==> src/rtl/frame_buf_writer.sv <==
// rtl/frame_buf_writer.sv - RGB888 pixel stream to RGB565 frame RAM write port
// Ports: iClk/iRsn clock and asynchronous active-low reset; iEnable arms capture;
//        iValid/oReady/iData/iSof/iEol pixel stream in; oRamWrEn/oRamWrAddr/
//        oRamWrData frame RAM write port (raster order); oFrameDone one-cycle
//        end-of-frame pulse; oLineErr sticky malformed-frame flag.
module frame_buf_writer #(
    parameter int H_ACTIVE = 480,
    parameter int V_ACTIVE = 272
) (
    input  logic        iClk,
    input  logic        iRsn,
    input  logic        iEnable,
    input  logic        iValid,
    input  logic [23:0] iData,
    input  logic        iSof,
    input  logic        iEol,
    output logic        oReady,
    output logic        oRamWrEn,
    output logic [16:0] oRamWrAddr,
    output logic [15:0] oRamWrData,
    output logic        oFrameDone,
    output logic        oLineErr
);
    // x needs one extra code point: H_ACTIVE marks a line that has overflowed
    localparam int X_W = $clog2(H_ACTIVE + 1);
    localparam int Y_W = (V_ACTIVE > 1) ? $clog2(V_ACTIVE) : 1;
    localparam logic [X_W-1:0] X_FULL   = X_W'(H_ACTIVE);
    localparam logic [X_W-1:0] X_LAST   = X_W'(H_ACTIVE - 1);
    localparam logic [Y_W-1:0] Y_LAST   = Y_W'(V_ACTIVE - 1);
    localparam logic [16:0]    ROW_STEP = 17'(H_ACTIVE);

    typedef enum logic [1:0] {
        IDLE,
        WAIT_SOF,
        ACTIVE,
        DONE
    } state_t;

    state_t         state;
    state_t         state_nxt;
    logic [X_W-1:0] x;
    logic [Y_W-1:0] y;
    logic [16:0]    rb;

    logic accept;
    logic overflow;
    logic line_end;
    logic last_line;
    logic do_write;

    assign oReady     = (state == WAIT_SOF) || (state == ACTIVE);
    assign oFrameDone = (state == DONE);
    assign accept     = iValid && oReady;
    assign overflow   = (x == X_FULL);
    assign last_line  = (y == Y_LAST);
    // An SOF beat restarts the frame, so it never counts as a line end
    assign line_end   = accept && (state == ACTIVE) && !iSof && iEol;
    assign do_write   = accept && (iSof || ((state == ACTIVE) && !overflow));

    always_ff @(posedge iClk or negedge iRsn) begin
        if (!iRsn) begin
            state <= IDLE;
        end else begin
            state <= state_nxt;
        end
    end

    always_comb begin
        state_nxt = state;
        case (state)
            IDLE: begin
                if (iEnable) begin
                    state_nxt = WAIT_SOF;
                end
            end
            WAIT_SOF: begin
                if (accept && iSof) begin
                    state_nxt = ACTIVE;
                end else if (!iEnable && !accept) begin
                    state_nxt = IDLE;
                end
            end
            ACTIVE: begin
                if (line_end && last_line) begin
                    state_nxt = DONE;
                end
            end
            DONE: begin
                state_nxt = iEnable ? WAIT_SOF : IDLE;
            end
            default: begin
                state_nxt = IDLE;
            end
        endcase
    end

    // Position counters; rb tracks y*H_ACTIVE by accumulation
    always_ff @(posedge iClk or negedge iRsn) begin
        if (!iRsn) begin
            x  <= '0;
            y  <= '0;
            rb <= '0;
        end else if (accept && iSof) begin
            x  <= X_W'(1);
            y  <= '0;
            rb <= '0;
        end else if (line_end) begin
            x <= '0;
            if (last_line) begin
                y  <= '0;
                rb <= '0;
            end else begin
                y  <= y + 1'b1;
                rb <= rb + ROW_STEP;
            end
        end else if (accept && (state == ACTIVE) && !overflow) begin
            x <= x + 1'b1;
        end
    end

    always_ff @(posedge iClk or negedge iRsn) begin
        if (!iRsn) begin
            oRamWrEn   <= 1'b0;
            oRamWrAddr <= '0;
            oRamWrData <= '0;
            oLineErr   <= 1'b0;
        end else begin
            oRamWrEn <= do_write;
            if (do_write) begin
                oRamWrAddr <= iSof ? 17'd0 : (rb + 17'(x));
                oRamWrData <= {iData[23:19], iData[15:10], iData[7:3]};
            end
            // x != X_LAST on an EOL covers both short lines and the
            // discarded EOL that closes an overflowed line
            if (accept && iSof && (state == WAIT_SOF)) begin
                oLineErr <= 1'b0;
            end else if (accept && (state == ACTIVE) &&
                         (iSof || overflow || (iEol && (x != X_LAST)))) begin
                oLineErr <= 1'b1;
            end
        end
    end

endmodule
==> config.mk <==
export PLATFORM = sky130hd
export DESIGN_NAME = frame_buf_writer
export DESIGN_NICKNAME = d
export VERILOG_FILES = /design/src/rtl/frame_buf_writer.sv
export SDC_FILE = /design/constraint.sdc
export NUM_CORES = 1
export LEC_CHECK = 0
export BUFFER_PORTS_ARGS = -buffer_cell sky130_fd_sc_hd__buf_2
export CAP_MARGIN = 20
export CORE_UTILIZATION = 55
export DETAILED_ROUTE_END_ITERATION = 16
export GPL_TIMING_DRIVEN = 1
export PLACE_DENSITY_LB_ADDON = 0.1
export SLEW_MARGIN = 40
export SYNTH_ARGS = -nofsm -noshare
export SYNTH_HDL_FRONTEND = slang
export SYNTH_SLANG_ARGS = --single-unit
==> constraint.sdc <==
create_clock -name iClk -period 4.73 [get_ports iClk]
set_input_delay 0.7095 -clock iClk [delete_from_list [all_inputs] [get_ports iClk]]
set_output_delay 0.7095 -clock iClk [all_outputs]
set_load 0.01 [all_outputs]
==> run metrics <==
worst-margin pin slew 0.691 ns; Hold WS 0.431 ns; syn_area_per_cell 10.8 sq um; Sinks on Clock Net 67; reg2reg end y[7]$_DFFE_PN0P_; IO Pins 67; DR pass1 iterations 5; clock latency at the later pin of the worst-skew pair 0.34 ns; Netlist cell types 45; H-tree depth 3; vias in the first global route 2,213; Die H 79.2 um; Slew headroom 53.9%; Critical Path RT 4.96 ns; P_leak 0.00194 uW; Max stage delay on crit path 0.55 ns; setup slack, reg-to-reg 2.14 ns; Post-CTS Hold Buffers 0; Die X-Extent 79.2 um; largest net degree at the start of global routing 68; count leader, synth dfrtp_1; Iteration-0 DRC Markers 110; Port Buffers 58; Post-Syn Area 3280 sq um; post-CTS resize count 0; Root Buffer clkbuf_8; share of cells above drive strength 1 23.8%; CTS tree yes; dpl hpwl 4130 um; Row Count 27; initial antenna violation count 0; Hold WC Path Type input pin to asynchronous set/reset pin; Worst path slowest cell a21oi_2; clk_skew 0.00658 ns; share of Yosys cell area claimed by the top area cell type 51.2%; status completed; Final GP Congestion 0.761; Core Util, Final 69.5%; Setup-failing EPs final 0; crit end category flip-flop; CP Launch Type flip-flop; CP max FO 15; die area 6270 sq um; Post-synth top flop dfrtp_1; R2R Path Start state[1]$_DFFE_PN0P_; FF+latch count, synth 67; # Max-Cap Violations 0; share of flip-flops with an asynchronous set or reset 100%; Seq/Total Area, Yosys 51.2%; worst setup path class flip-flop to flip-flop; via count 2,445; Worst R2R Path Depth 7; core area 5610 sq um; cell taking the most area after synthesis dfrtp_1; nets 404; final cell count without fillers 438; final worst-path cycle share 54.7%; cells after synthesis 302; worst vdd ir 0.000288 V; pins over their slew limit 0; wire per inst 13.6 um; power per cell area 496 nW/um^2; power consumption 1930 uW; CP arrival 2.82 ns; setup TNS 0 ns; Synth warnings 0; total placed cells including tap cells 422; most common library cells after synthesis dfrtp_1, nor2_1, nand2_1; Peak Freq 387 MHz; worst-path cell chain inv_1 -> ha_1 -> and3_1 -> nor2_1 -> a21oi_2 -> o22ai_1 -> a21o_1; Post-synth EDFFs 0; Final Hold Viols 0; final WL 5940 um; setup bufs post-CTS 0; RSZ-0062 raised after global routing false; maximum root-to-sink buffer count 2; GR Util All Layers 20.8%; DRC viols 0; minimum clock period 2.59 ns; first-pass GRT wire length 9960 um; diode count 0; antenna-violating nets left 0; top cells by area, synth dfrtp_1, ha_1, xnor2_1, a22o_1, mux2_1; Area Overhead vs Synth 18.9%; syn_nets 345; grt ovf 0; Reg clk slew, reported paths 0.07 ns; initial core utilization 58.4%; DR vias/cell 5.58; CTS buffer count 9
## sequential cells by signal, summed over array words and instances (netlist names)
register and cells:
oLineErr 1, oRamWrAddr 17, oRamWrData 16, oRamWrEn 1
rb 12, state 2, x 9, y 9
## cell usage in the layout (no fill, tap or decap), types with 3 or more instances in the layout
cell type	n
o21ai_0	4
or3_1	3
dfrtp_1	67
and3_1	10
ha_1	13
bufinv_16	4
a31oi_1	3
inv_1	10
nand2_1	26
mux2_1	12
nor3_1	3
clkbuf_8	9
or4_1	3
mux2_2	4
a21oi_1	13
a22o_1	17
xor2_1	11
buf_2	58
nand3_1	10
nand4_1	4
nor2_1	28
xnor2_1	18
a21o_1	3
## cell families after synthesis
group	count (synthesis)	share of synthesized area, %
mux	18	6.26
buf+inv	22	2.75
fa+ha+maj	13	4.97
flops	67	51.2
compound gates	53	11.6
xor+xnor	29	7.75
simple gates	100	15.5
## worst max-delay path, delay by kind of cell, from the launching register on
family / cells / cell delay (ns)
buffers and inverters: 1 / 0.10
adder cells (fa/ha/maj): 1 / 0.40
AO/OA/AOI/OAI: 3 / 0.93
AND/OR/NAND/NOR: 2 / 0.62
flip-flops: 1 / 0.42
## power breakdown
part / switching (uW) / total, uW / internal [uW] / leakage [uW]
Combinational: 272 / 509 / 237 / 0.000931
Clock: 217 / 622 / 405 / 0.000131
Sequential: 100 / 803 / 702 / 0.000883
Total: 589 / 1930 / 1350 / 0.00194
## worst max-delay path by stage
stage                     slack (ns)                         end                  from
after global routing            1.93            y[7]$_DFFE_PN0P_  state[1]$_DFFE_PN0P_
final                           2.14            y[7]$_DFFE_PN0P_  state[1]$_DFFE_PN0P_
after global placement          1.80  oRamWrAddr[12]$_DFFE_PN0P_                iValid
after floorplan                 2.57  oRamWrData[10]$_DFFE_PN0P_  state[0]$_DFFE_PN0P_
after CTS                       2.10            y[7]$_DFFE_PN0P_  state[0]$_DFFE_PN0P_
after detailed placement        2.11            y[7]$_DFFE_PN0P_  state[0]$_DFFE_PN0P_
## metrics by stage
stage          cell area, sq um  setup slack, ns
2_1_floorplan              3280             2.57
3_3_place_gp               3620             1.80
3_5_place_dp               3630             2.11
4_1_cts                    3890             2.10
5_1_grt                    3900             1.93
6_report                   3900             2.14
## layout make-up
type | count | area, sq um
clock buffer | 10 | 128
clock inverter | 6 | 138
timing repair buffer | 60 | 309
inverter | 10 | 37.5
sequential | 67 | 1680
multi-input combinational | 213 | 1520
fill | 458 | 1710
tap | 72 | 90.1
## layer usage
metal / up-vias / GRT usage, % / wire, um
met5: - / 0 / 0
met1: 1183 / 26.7 / 2840
li1: 1189 / - / -
met2: 63 / 33.7 / 2700
met3: 10 / 4.37 / 290
met4: 0 / 9.82 / 106
Note: power is estimated with default switching activity, not from simulation.
